$ cat src/rtl/afterglow_pkg.sv
// Shared definitions for the LED afterglow block.
//   LvlBitsDef : default per-channel brightness level width
//   LMAX       : full-brightness level for the default width
//   level_t    : level type for the default width
//   gamma_lut  : fixed gamma-correction table for the default width.
//                It is monotonic, maps 0 to 0 and maps LMAX to LMAX.
package afterglow_pkg;

    localparam int unsigned LvlBitsDef = 4;
    localparam int unsigned LMAX       = (1 << LvlBitsDef) - 1;

    typedef logic [LvlBitsDef-1:0] level_t;

    // Roughly quadratic perceptual curve.
    function automatic level_t gamma_lut(input level_t lvl);
        level_t g;
        unique case (lvl)
            4'd0:    g = 4'd0;
            4'd1:    g = 4'd1;
            4'd2:    g = 4'd1;
            4'd3:    g = 4'd1;
            4'd4:    g = 4'd2;
            4'd5:    g = 4'd2;
            4'd6:    g = 4'd3;
            4'd7:    g = 4'd4;
            4'd8:    g = 4'd5;
            4'd9:    g = 4'd6;
            4'd10:   g = 4'd7;
            4'd11:   g = 4'd8;
            4'd12:   g = 4'd10;
            4'd13:   g = 4'd11;
            4'd14:   g = 4'd13;
            default: g = 4'd15;
        endcase
        return g;
    endfunction

endpackage

$ cat src/rtl/afterglow_channel.sv
// One afterglow channel: brightness level register plus PWM compare.
// Build option: AFTERGLOW_GAMMA_EN selects the gamma-corrected level for the compare;
// otherwise the raw level is used (same latency either way).
// Ports:
//   clk_i      : clock, rising edge
//   rst_ni     : asynchronous active-low reset
//   pattern_i  : raw pattern bit; 1 reloads the level to full brightness
//   tick_i     : one-cycle decay strobe from the shared prescaler
//   pwm_cnt_i  : shared free-running PWM counter (0..LMAX-1)
//   light_o    : registered PWM-dimmed drive
module afterglow_channel
    import afterglow_pkg::*;
#(
    parameter int unsigned LVL_BITS = LvlBitsDef
) (
    input  logic                clk_i,
    input  logic                rst_ni,
    input  logic                pattern_i,
    input  logic                tick_i,
    input  logic [LVL_BITS-1:0] pwm_cnt_i,
    output logic                light_o
);

    localparam logic [LVL_BITS-1:0] LvlMax = '1;

    logic [LVL_BITS-1:0] level_q, level_d;
    logic [LVL_BITS-1:0] eff_level;
    logic                light_q;

    // Reload wins over decay; decay saturates at zero.
    always_comb begin
        level_d = level_q;
        if (pattern_i) begin
            level_d = LvlMax;
        end else if (tick_i && (level_q != '0)) begin
            level_d = level_q - LVL_BITS'(1);
        end
    end

`ifdef AFTERGLOW_GAMMA_EN
    if (LVL_BITS == LvlBitsDef) begin : g_lut
        assign eff_level = gamma_lut(level_q);
    end else begin : g_sq
        // Non-default widths fall back to level^2 / LMAX, which keeps the end points.
        logic [2*LVL_BITS-1:0] sq;
        assign sq        = {{LVL_BITS{1'b0}}, level_q} * {{LVL_BITS{1'b0}}, level_q};
        assign eff_level = LVL_BITS'(sq / {{LVL_BITS{1'b0}}, LvlMax});
    end
`else
    assign eff_level = level_q;
`endif

    always_ff @(posedge clk_i or negedge rst_ni) begin
        if (!rst_ni) begin
            level_q <= '0;
            light_q <= 1'b0;
        end else begin
            level_q <= level_d;
            light_q <= (eff_level > pwm_cnt_i);
        end
    end

    assign light_o = light_q;

endmodule

$ cat src/rtl/led_afterglow.sv
// LED afterglow: each channel snaps to full brightness while its pattern bit is high
// and fades one step per decay tick once it drops, shown through a shared PWM.
// Build option: AFTERGLOW_GAMMA_EN (gamma-corrected brightness, see afterglow_channel).
// Ports:
//   clock      : clock, rising edge
//   reset_n    : asynchronous active-low reset
//   pattern_in : raw LED pattern, one bit per channel
//   lights_out : registered PWM-dimmed LED drive
//   decay_tick : registered one-cycle strobe marking each decay step
module led_afterglow
    import afterglow_pkg::*;
#(
    parameter int unsigned WIDTH     = 10,
    parameter int unsigned LVL_BITS  = LvlBitsDef,
    parameter int unsigned DECAY_DIV = 162500
) (
    input  logic             clock,
    input  logic             reset_n,
    input  logic [WIDTH-1:0] pattern_in,
    output logic [WIDTH-1:0] lights_out,
    output logic             decay_tick
);

    localparam int unsigned         CntW    = $clog2(DECAY_DIV);
    localparam logic [CntW-1:0]     CntLast = CntW'(DECAY_DIV - 1);
    localparam logic [LVL_BITS-1:0] PwmLast = LVL_BITS'((2 ** LVL_BITS) - 2);

    logic [CntW-1:0]     pre_cnt_q, pre_cnt_d;
    logic [LVL_BITS-1:0] pwm_cnt_q, pwm_cnt_d;
    logic                tick_q, tick_d;

    always_comb begin
        pre_cnt_d = (pre_cnt_q == CntLast) ? '0 : pre_cnt_q + CntW'(1);
        tick_d    = (pre_cnt_q == CntLast);
        // PWM period is LMAX so that level LMAX is on for every count value.
        pwm_cnt_d = (pwm_cnt_q == PwmLast) ? '0 : pwm_cnt_q + LVL_BITS'(1);
    end

    always_ff @(posedge clock or negedge reset_n) begin
        if (!reset_n) begin
            pre_cnt_q <= '0;
            pwm_cnt_q <= '0;
            tick_q    <= 1'b0;
        end else begin
            pre_cnt_q <= pre_cnt_d;
            pwm_cnt_q <= pwm_cnt_d;
            tick_q    <= tick_d;
        end
    end

    for (genvar i = 0; i < WIDTH; i++) begin : g_ch
        afterglow_channel #(
            .LVL_BITS(LVL_BITS)
        ) u_ch (
            .clk_i    (clock),
            .rst_ni   (reset_n),
            .pattern_i(pattern_in[i]),
            .tick_i   (tick_q),
            .pwm_cnt_i(pwm_cnt_q),
            .light_o  (lights_out[i])
        );
    end

    assign decay_tick = tick_q;

endmodule

$ cat config.mk
export PLATFORM = sky130hd
export DESIGN_NAME = led_afterglow
export DESIGN_NICKNAME = d
export VERILOG_FILES = /design/src/rtl/afterglow_pkg.sv /design/src/rtl/afterglow_channel.sv /design/src/rtl/led_afterglow.sv
export SDC_FILE = /design/constraint.sdc
export NUM_CORES = 1
export LEC_CHECK = 0
export ABC_AREA = 1
export CAP_MARGIN = 20
export CORE_ASPECT_RATIO = 0.7
export CORE_MARGIN = 3
export CORE_UTILIZATION = 25
export CTS_BUF_LIST = sky130_fd_sc_hd__clkbuf_16
export DETAILED_ROUTE_END_ITERATION = 10
export HOLD_SLACK_MARGIN = 0.08
export PLACE_DENSITY = 0.4
export SLEW_MARGIN = 10
export SYNTH_ARGS = -nofsm -noshare
export SYNTH_HDL_FRONTEND = slang
export SYNTH_SLANG_ARGS = --single-unit
$ cat constraint.sdc
create_clock -name clock -period 2.1 [get_ports clock]
set_input_delay 0.21 -clock clock [delete_from_list [all_inputs] [get_ports clock]]
set_output_delay 0.21 -clock clock [all_outputs]
set_load 0.02 [all_outputs]
==> results of run 1 <==
[cells by family after synthesis]
group / Yosys count / share of synthesized area
adders and majority gates: 51 / 0.143
DFF: 73 / 0.409
and+or+nand+nor: 218 / 0.223
buffers and inverters: 104 / 0.0963
xor gates and xnor gates: 6 / 0.0118
AOI/OAI and AO/OA: 99 / 0.118
[area by class of cell]
type / count / area, um^2
Inverter: 92 / 345
Clock buffer: 9 / 225
Sequential cell: 73 / 1830
Timing Repair Buffer: 27 / 270
Fill cell: 1821 / 12100
Tap cell: 231 / 289
Clock inverter: 7 / 87.6
Multi-Input combinational cell: 374 / 2210
[per-stage QoR]
stage | hold slack, ns | power, W | instance area [um^2]
after global routing | 0.398 | 0.00326 | 5260
final | 0.355 | 0.00312 | 5260
after detailed placement | 0.197 | 0.00151 | 4930
after global placement | 0.197 | 0.00151 | 4930
after CTS | 0.364 | 0.00320 | 5260
after floorplan | -0.0856 | 0.00144 | 4470
[per-layer routing]
layer	track usage	vias up	share of wire
met5	0	-	0
met4	0.0452	0	0.019
met3	0.0319	14	0.032
met2	0.159	39	0.42
met1	0.152	1581	0.53
li1	-	1868	-
[registers in the layout, indices dropped and copies added (netlist names)]
signal,cells
decay_tick,1
pwm_cnt_q,4
pre_cnt_q,18
g_ch.u_ch.eff_level,40
g_ch.u_ch.light_o,10
[worst register-to-register path: stages, from the launching register on]
cell and delay [ns]:
dfrtp_1 0.40, inv_1 0.36, ha_1 0.34, inv_1 0.06, nor2_1 0.04, o211ai_1 0.17
a21boi_0 0.13
[path summary, 6_finish.rpt]
path                                                        from                                    end  slack, ns  depth (start not counted)
setup reg to reg                          pwm_cnt_q[1]$_DFF_PN0_         g_ch[9].u_ch.light_o$_DFF_PN0_       0.46                          6
setup / recovery                            decay_tick$_DFF_PN0_                             decay_tick       0.33                          1
max in group asynchronous                                reset_n  g_ch[5].u_ch.eff_level[0]$_DFFE_PN0P_       1.16                          3
hold / removal                                           reset_n  g_ch[2].u_ch.eff_level[0]$_DFFE_PN0P_       0.36                          2
min in group clock         g_ch[0].u_ch.eff_level[0]$_DFFE_PN0P_  g_ch[0].u_ch.eff_level[0]$_DFFE_PN0P_       0.49                          2
hold reg to reg            g_ch[0].u_ch.eff_level[0]$_DFFE_PN0P_  g_ch[0].u_ch.eff_level[0]$_DFFE_PN0P_       0.49                          2
[synthesized netlist by cell type, types with 2 or more instances]
cell type  count
a21boi_0       2
a21oi_1       49
buf_2          2
buf_4         10
dfrtp_1       73
ha_1          51
inv_1         88
inv_2          3
nand2_1       77
nand2_2        6
nand3_1       50
nand3_2        2
nand3b_1       6
nand4_1        7
nor2_1        50
nor2_2         8
nor3_1         9
o211ai_1      10
o21ai_0       29
o21ai_1        9
xor2_1         5
[power groups by stage]
stage | Sequential (W) | Clock [W] | Combinational [W]
after floorplan | 0.00143 | 0 | 0.00000779
final | 0.00141 | 0.00164 | 0.0000727
after global placement | 0.00143 | 0 | 0.0000747
after global routing | 0.00141 | 0.00177 | 0.0000844
after detailed placement | 0.00143 | 0 | 0.0000758
after CTS | 0.00141 | 0.00171 | 0.0000774
[what timing repair did]
action | 4_1_cts | 5_1_grt
endpoints found under the hold margin | 28 | 0
hold buffers | 1 | 0
gates resized for setup | 0 | 0
==> results.py, run 1 <==
metrics = {
    "global_route": {
        "grt_pass1_wl_um": 17000,
        "grt_max_degree": 31,
        "grt_overflow": 0,
        "grtUsageTotal": 0.110,
        "antenna_found_initial": 0,
        "grt_pass1_vias": 3456,
    },
    "detailed_routing": {
        "drt_iter0_markers": 197,
        "firstDrtPassIters": 5,
        "routedWlPerCell_um": 12.3,
        "drc": 0,
        "via_count": 3502,
        "routed_wirelength_um": 9990,
        "ant_nets": 0,
        "vias_per_cell": 4.31,
    },
    "flow_run": {
        "cap_viol_max_count": 0,
    },
    "floorplan": {
        "die_h_um": 118,
        "die-area_um2": 19500,
        "io_pins": 23,
        "start_util": 0.258,
        "fp-row-count": 40,
        "die-width_um": 166,
        "core_um2": 17300,
    },
    "synth": {
        "synthesis.area_um2": 4470,
        "ys_ff_latch": 73,
        "avgSynthCellArea_um2": 8.11,
        "post-synth-top-area-fraction": 0.409,
        "ys_warn_count": 0,
        "async_reset_ff_frac": 1.00,
        "yosys.area.top_type": "dfrtp_1",
        "syn-instance-count": 551,
        "yosysSeqAreaShare": 0.409,
        "synth_cell_types": 26,
        "syn-num-nets": 614,
        "synth_edf_count": 0,
        "ys.flop_type": "dfrtp_1",
        "synthTopCellsByArea": "dfrtp_1 41%, ha_1 14%, inv_1 7.4%, nand2_1 6.5%, nand3_1 5.6%",
    },
    "power_and_ir_drop": {
        "p_comb_frac": 0.023,
        "p_leak_nw": 2.50,
        "powerDensity_nw_per_um2": 593,
        "pwr-share-clk": 0.526,
        "p_int_w": 0.00247,
        "swShare": 0.209,
        "seqPwrFrac": 0.451,
        "p_sw_w": 0.000653,
        "peakVddDrop_v": 0.000364,
    },
    "sta": {
        "fin_ws_ns": 0.328,
        "tns_ns": 0,
        "final_max_slew_viol_count": 0,
        "period_minus_slack_ns": 1.77,
        "skew_ns": 0.00732,
        "setup-violations-final": 0,
        "min_period_over_period": 0.844,
        "fmax_mhz": 564,
        "rsz0062_at_grt": "no",
        "tightest_slew_ns": 0.614,
        "max-slew-margin-rel": 0.591,
        "hold_violations": 0,
    },
    "hold_path": {
        "hold_path_class": "in -> async",
    },
    "placed_design": {
        "preCtsSetupSlack_ns": 0.462,
        "dp.cells": 796,
        "io_buffers": 22,
        "dp_hpwl_um": 7470,
        "place_congestion": 0.782,
    },
    "clock_tree": {
        "numCtsBuffers": 9,
        "cts_tree": "done",
        "clk_path_buf_depth": 2,
        "clk_latency_ns": 0.34,
        "htree_levels": 3,
        "clk_pin_slew_ns": 0.06,
        "clock-sinks": 73,
        "clockRootBuffer": "clkbuf_16",
        "cts_setup_buffers": 0,
    },
    "setup_path": {
        "crit_buf_inv": 1,
        "cpLargestDelayFamily": "buffers and inverters",
        "crit_path_max_incr_delay_ns": 0.67,
        "path_class": "reg -> out",
        "crit_path_start_kind": "register",
        "slowest_stage": "clkdlybuf4s50_1",
        "path_cells": "clkdlybuf4s50_1",
        "crit_path_end_kind": "output pin",
        "path_max_fanout": 8,
        "critical_path_arrival_ns": 1.56,
        "critPathRequiredTime_ns": 1.89,
    },
    "finish": {
        "mostFrequentLayoutCell": "inv_1",
        "final_cells": 813,
        "nNetsFinal": 640,
        "area_delta_synth_final_pct": 17.6,
        "drive_gt1_frac": 0.0687,
        "final_cell_mix": "91 x inv_1, 77 x nand2_1, 73 x dfrtp_1, 51 x ha_1",
        "fin_util": 0.304,
        "antenna_cells": 0,
    },
    "outcome": {
        "outcome": "completed",
    },
}
No activity file was read; power rests on OpenSTA's default activity.
==> inputs of run 2 (changes only) <==
clock period = 1.79 ns   (was 2.1 ns; I/O delays follow)
==> run 2 against run 1 <==
- combinational power grew 23%
- critical endpoint is now g_ch[1].u_ch.light_o$_DFF_PN0_
- clock power grew 34%
- largest cell class unchanged
- flip-flop and latch count is the same
- total power grew 26%
- worst setup slack lost 0.13 ns
- wire length grew 1.3%
==> results.py, run 2 (same netlist as run 1, synthesis figures left out) <==
metrics = {
    "outcome": {
        "outcome": "completed",
    },
    "detailed_routing": {
        "drt_iter0_markers": 178,
        "routed_wirelength_um": 10100,
        "firstDrtPassIters": 5,
        "drc": 0,
        "routedWlPerCell_um": 12.4,
        "ant_nets": 0,
        "via_count": 3607,
        "vias_per_cell": 4.42,
    },
    "finish": {
        "mostFrequentLayoutCell": "inv_1",
        "nNetsFinal": 643,
        "area_delta_synth_final_pct": 19.4,
        "final_cell_mix": "88 x inv_1, 77 x nand2_1, 73 x dfrtp_1, 51 x ha_1",
        "fillCellCount": 1850,
        "antenna_cells": 0,
        "drive_gt1_frac": 0.0752,
        "largest_reg_flops": 40,
    },
    "floorplan": {
        "die-area_um2": 19500,
        "io_pins": 23,
        "start_util": 0.258,
        "die_h_um": 118,
        "core_um2": 17300,
        "die-width_um": 166,
        "fp-row-count": 40,
    },
    "power_and_ir_drop": {
        "peakVddDrop_v": 0.000479,
        "powerDensity_nw_per_um2": 738,
        "p_leak_nw": 2.54,
    },
    "clock_tree": {
        "clk_latency_ns": 0.34,
        "cts_tree": "done",
        "clock-sinks": 73,
        "clk_path_buf_depth": 2,
        "clockRootBuffer": "clkbuf_16",
        "numCtsBuffers": 9,
        "htree_levels": 3,
        "cts_hold_buf": 1,
        "ctsResizeCount": 0,
        "clk_pin_slew_ns": 0.06,
        "cts_setup_buffers": 0,
    },
    "sta": {
        "final_max_slew_viol_count": 0,
        "tns_ns": 0,
        "skew_ns": 0.00685,
        "period_minus_slack_ns": 1.59,
        "fmax_mhz": 629,
        "max-slew-margin-rel": 0.657,
        "rsz0062_at_grt": "no",
        "setup-violations-final": 0,
        "min_period_over_period": 0.889,
        "hold_violations": 0,
        "fin_ws_ns": 0.200,
        "tightest_slew_ns": 0.514,
    },
    "global_route": {
        "grt_overflow": 0,
        "grt_pass1_wl_um": 17200,
        "antenna_found_initial": 0,
        "grt_pass1_vias": 3474,
        "grtUsageTotal": 0.109,
        "grt_max_degree": 28,
    },
    "setup_path": {
        "path_max_fanout": 10,
        "worstRegToRegCells": 6,
        "crit_path_start_kind": "register",
        "critical_path_arrival_ns": 1.80,
        "crit_path_end_kind": "register",
        "ff2ff_setup_slack_ns": 0.20,
        "critPathRequiredTime_ns": 2.00,
        "path_class": "reg -> reg",
    },
    "placed_design": {
        "preCtsSetupSlack_ns": 0.177,
        "place_congestion": 0.786,
        "dp_hpwl_um": 7620,
        "io_buffers": 22,
    },
    "hold_path": {
        "hold_path_class": "in -> async",
    },
    "flow_run": {
        "cap_viol_max_count": 0,
    },
}
==> run 2: cell types whose count changed in the layout (fill, tap and decap cells not counted), sizes merged <==
cell	change
clkinv	+3
inv	-4
bufinv	+2
buf	+3
clkinvlp	-1
==> run 2: worst max-delay path, stage by stage, from the launching register on <==
cell and delay, ns:
dfrtp_1 0.40, inv_1 0.39, ha_1 0.32, inv_1 0.07
nor2_1 0.04, o211ai_1 0.15, a21oi_1 0.09
==> run 2: layout make-up <==
class	count	area, um^2	share of cell area
multi-input cells	374	2210	0.415
flip-flops and latches	73	1830	0.342
inverters	92	345	0.0647
repair buffers	30	305	0.0572
well taps	231	289	0.0542
clock buffers	9	225	0.0422
clock inverters	7	133	0.0249
==> run 2: per-stage QoR <==
step	power (W)	hold WS, ns	util	cell area [um^2]	cells
2_1_floorplan	0.00169	-0.117	-	4470	551
4_1_cts	0.00403	0.316	0.308	5340	816
3_5_place_dp	0.00177	0.145	0.287	4970	799
6_report	0.00394	0.314	0.308	5340	816
5_1_grt	0.00409	0.362	0.308	5340	816
3_3_place_gp	0.00177	0.144	0.287	4970	799
==> run 2: where the power goes <==
part	leakage [nW]	switching, W	internal (W)
registers	0.740	0	0.00165
clock network	0.174	0.000707	0.00149
logic	1.62	0.0000547	0.0000349
==> run 2: worst paths after layout <==
check	from	end
setup / recovery	pwm_cnt_q[1]$_DFF_PN0_	g_ch[1].u_ch.light_o$_DFF_PN0_
hold / removal	reset_n	g_ch[3].u_ch.eff_level[3]$_DFFE_PN0P_
max in group asynchronous	reset_n	g_ch[1].u_ch.eff_level[3]$_DFFE_PN0P_
hold reg to reg	g_ch[3].u_ch.eff_level[0]$_DFFE_PN0P_	g_ch[3].u_ch.eff_level[0]$_DFFE_PN0P_
setup reg to reg	pwm_cnt_q[1]$_DFF_PN0_	g_ch[1].u_ch.light_o$_DFF_PN0_
min in group clock	g_ch[3].u_ch.eff_level[0]$_DFFE_PN0P_	g_ch[3].u_ch.eff_level[0]$_DFFE_PN0P_
==> run 2: per-layer routing <==
layer  wire length (um)  vias to the layer above  track usage  part of all wire
met5                  0                        -            0                 0
met4                112                        0       0.0301             0.011
met3                365                        8       0.0285             0.036
met2               4340                       46        0.161              0.43
met1               5310                     1675        0.157              0.52
li1                   -                     1878            -                 -
==> inputs of run 3 (changes only) <==
CORE_ASPECT_RATIO = 0.8   (was 0.7)
==> run 3 against run 2 <==
- final cell count fell by 0.74%
- combinational power fell by 3.5%
- sequential share of layout area rose by 0.38 points
==> results.py, run 3 (same netlist as run 1, synthesis figures left out) <==
metrics = {
    "global_route": {
        "grt_pass1_wl_um": 17300,
        "grt_pass1_vias": 3611,
        "grt_max_degree": 29,
        "antenna_found_initial": 0,
        "grt_overflow": 0,
        "grtUsageTotal": 0.109,
    },
    "setup_path": {
        "path_class": "reg -> reg",
        "crit_path_max_incr_delay_ns": 0.40,
        "crit_buf_inv": 2,
        "slowest_stage": "dfrtp_1",
        "worstRegToRegCells": 6,
        "path_cells": "inv_1 -> ha_1 -> inv_1 -> nor2_1 -> o211ai_1 -> a21boi_0",
        "critPathRequiredTime_ns": 2.00,
        "cpLargestDelayFamily": "buffers and inverters",
        "crit_path_end_kind": "register",
        "r2r-end": "g_ch[4].u_ch.light_o$_DFF_PN0_",
        "path_common_cell": "inv_1",
        "critical_path_arrival_ns": 1.75,
        "r2r_start": "pwm_cnt_q[1]$_DFF_PN0_",
        "crit_path_start_kind": "register",
        "ff2ff_setup_slack_ns": 0.25,
        "path_max_fanout": 10,
    },
    "sta": {
        "skew_ns": 0.00718,
        "tns_ns": 0,
        "hold_violations": 0,
        "fmax_mhz": 647,
        "setup-violations-final": 0,
        "fin_ws_ns": 0.245,
        "final_max_slew_viol_count": 0,
        "tightest_slew_ns": 0.451,
        "max-slew-margin-rel": 0.699,
        "min_period_over_period": 0.863,
        "rsz0062_at_grt": "no",
        "period_minus_slack_ns": 1.54,
    },
    "flow_run": {
        "cap_viol_max_count": 0,
    },
    "floorplan": {
        "io_pins": 23,
        "die-area_um2": 19500,
        "fp-row-count": 43,
        "die-width_um": 155,
        "die_h_um": 126,
        "core_um2": 17400,
        "start_util": 0.256,
    },
    "placed_design": {
        "dp_hpwl_um": 7580,
        "preCtsSetupSlack_ns": 0.198,
        "dp.cells": 793,
        "place_congestion": 0.767,
        "io_buffers": 22,
    },
    "detailed_routing": {
        "firstDrtPassIters": 4,
        "ant_nets": 0,
        "via_count": 3585,
        "highest_layer": "met4",
        "drc": 0,
        "met2WireLength_um": 4440,
        "vias_per_cell": 4.43,
        "routedWlPerCell_um": 12.3,
        "drt_iter0_markers": 166,
        "met3_wirelength_um": 327,
        "wl_met1_um": 5110,
        "routed_wirelength_um": 10000,
    },
    "clock_tree": {
        "clk_path_buf_depth": 2,
        "clock-sinks": 73,
        "cts_setup_buffers": 0,
        "clk_pin_slew_ns": 0.06,
        "clk_latency_ns": 0.33,
        "numCtsBuffers": 9,
        "htree_levels": 3,
        "cts_hold_buf": 1,
        "clockRootBuffer": "clkbuf_16",
        "cts_tree": "done",
        "ctsResizeCount": 0,
    },
    "power_and_ir_drop": {
        "powerDensity_nw_per_um2": 698,
        "p_leak_nw": 2.51,
        "peakVddDrop_v": 0.000486,
        "power_w": 0.00368,
    },
    "outcome": {
        "outcome": "completed",
    },
    "finish": {
        "antenna_cells": 0,
        "largest_reg_flops": 40,
        "fin_util": 0.303,
        "mostFrequentLayoutCell": "inv_1",
        "final_cell_mix": "88 x inv_1, 77 x nand2_1, 73 x dfrtp_1, 51 x ha_1",
        "nNetsFinal": 643,
        "final_cells": 810,
        "drive_gt1_frac": 0.0769,
        "area_delta_synth_final_pct": 18.1,
    },
    "hold_path": {
        "hold_path_class": "in -> async",
    },
}
[run 3: power breakdown]
| part | switching [W] | internal, W |
|---|---|---|
| logic | 0.0000544 | 0.0000321 |
| registers | 0 | 0.00165 |
| clock network | 0.000726 | 0.00122 |
| total | 0.000780 | 0.00290 |
[run 3: worst max-delay path by stage]
stage | startpoint | end | slack [ns] | cells past startpoint
after detailed placement | pwm_cnt_q[1]$_DFF_PN0_ | g_ch[9].u_ch.light_o$_DFF_PN0_ | 0.20 | 6
final | pwm_cnt_q[1]$_DFF_PN0_ | g_ch[4].u_ch.light_o$_DFF_PN0_ | 0.25 | 6
after global placement | pwm_cnt_q[1]$_DFF_PN0_ | g_ch[9].u_ch.light_o$_DFF_PN0_ | 0.25 | 6
after global routing | pwm_cnt_q[1]$_DFF_PN0_ | g_ch[9].u_ch.light_o$_DFF_PN0_ | 0.07 | 6
after floorplan | pwm_cnt_q[1]$_DFF_PN0_ | g_ch[9].u_ch.light_o$_DFF_PN0_ | 0.48 | 6
after CTS | pwm_cnt_q[1]$_DFF_PN0_ | g_ch[9].u_ch.light_o$_DFF_PN0_ | 0.19 | 6
[run 3: final cells by class]
class                           count  area [um^2]
Clock inverter                      7         93.8
Inverter                           92          345
Multi-Input combinational cell    374         2210
Tap cell                          225          282
Timing Repair Buffer               30          293
Clock buffer                        9          225
Sequential cell                    73         1830
Fill cell                        1869        12200
[run 3: stage by stage]
step	hold WS [ns]	cell area, um^2
finish	0.335	5280
global route	0.372	5280
CTS	0.351	5280
detailed placement	0.157	4950
global placement	0.151	4950
floorplan	-0.117	4470
[run 3: layer usage]
layer / GRT usage / vias up
met1: 0.150 / 1647
met3: 0.0260 / 9
met5: 0 / -
met2: 0.174 / 49
met4: 0.0299 / 0
li1: - / 1880
[run 3: worst reg2reg max path, stage by stage (launching register included)]
cell      delay [ns]
dfrtp_1         0.40
inv_1           0.35
ha_1            0.32
inv_1           0.06
nor2_1          0.03
o211ai_1        0.16
a21boi_0        0.10
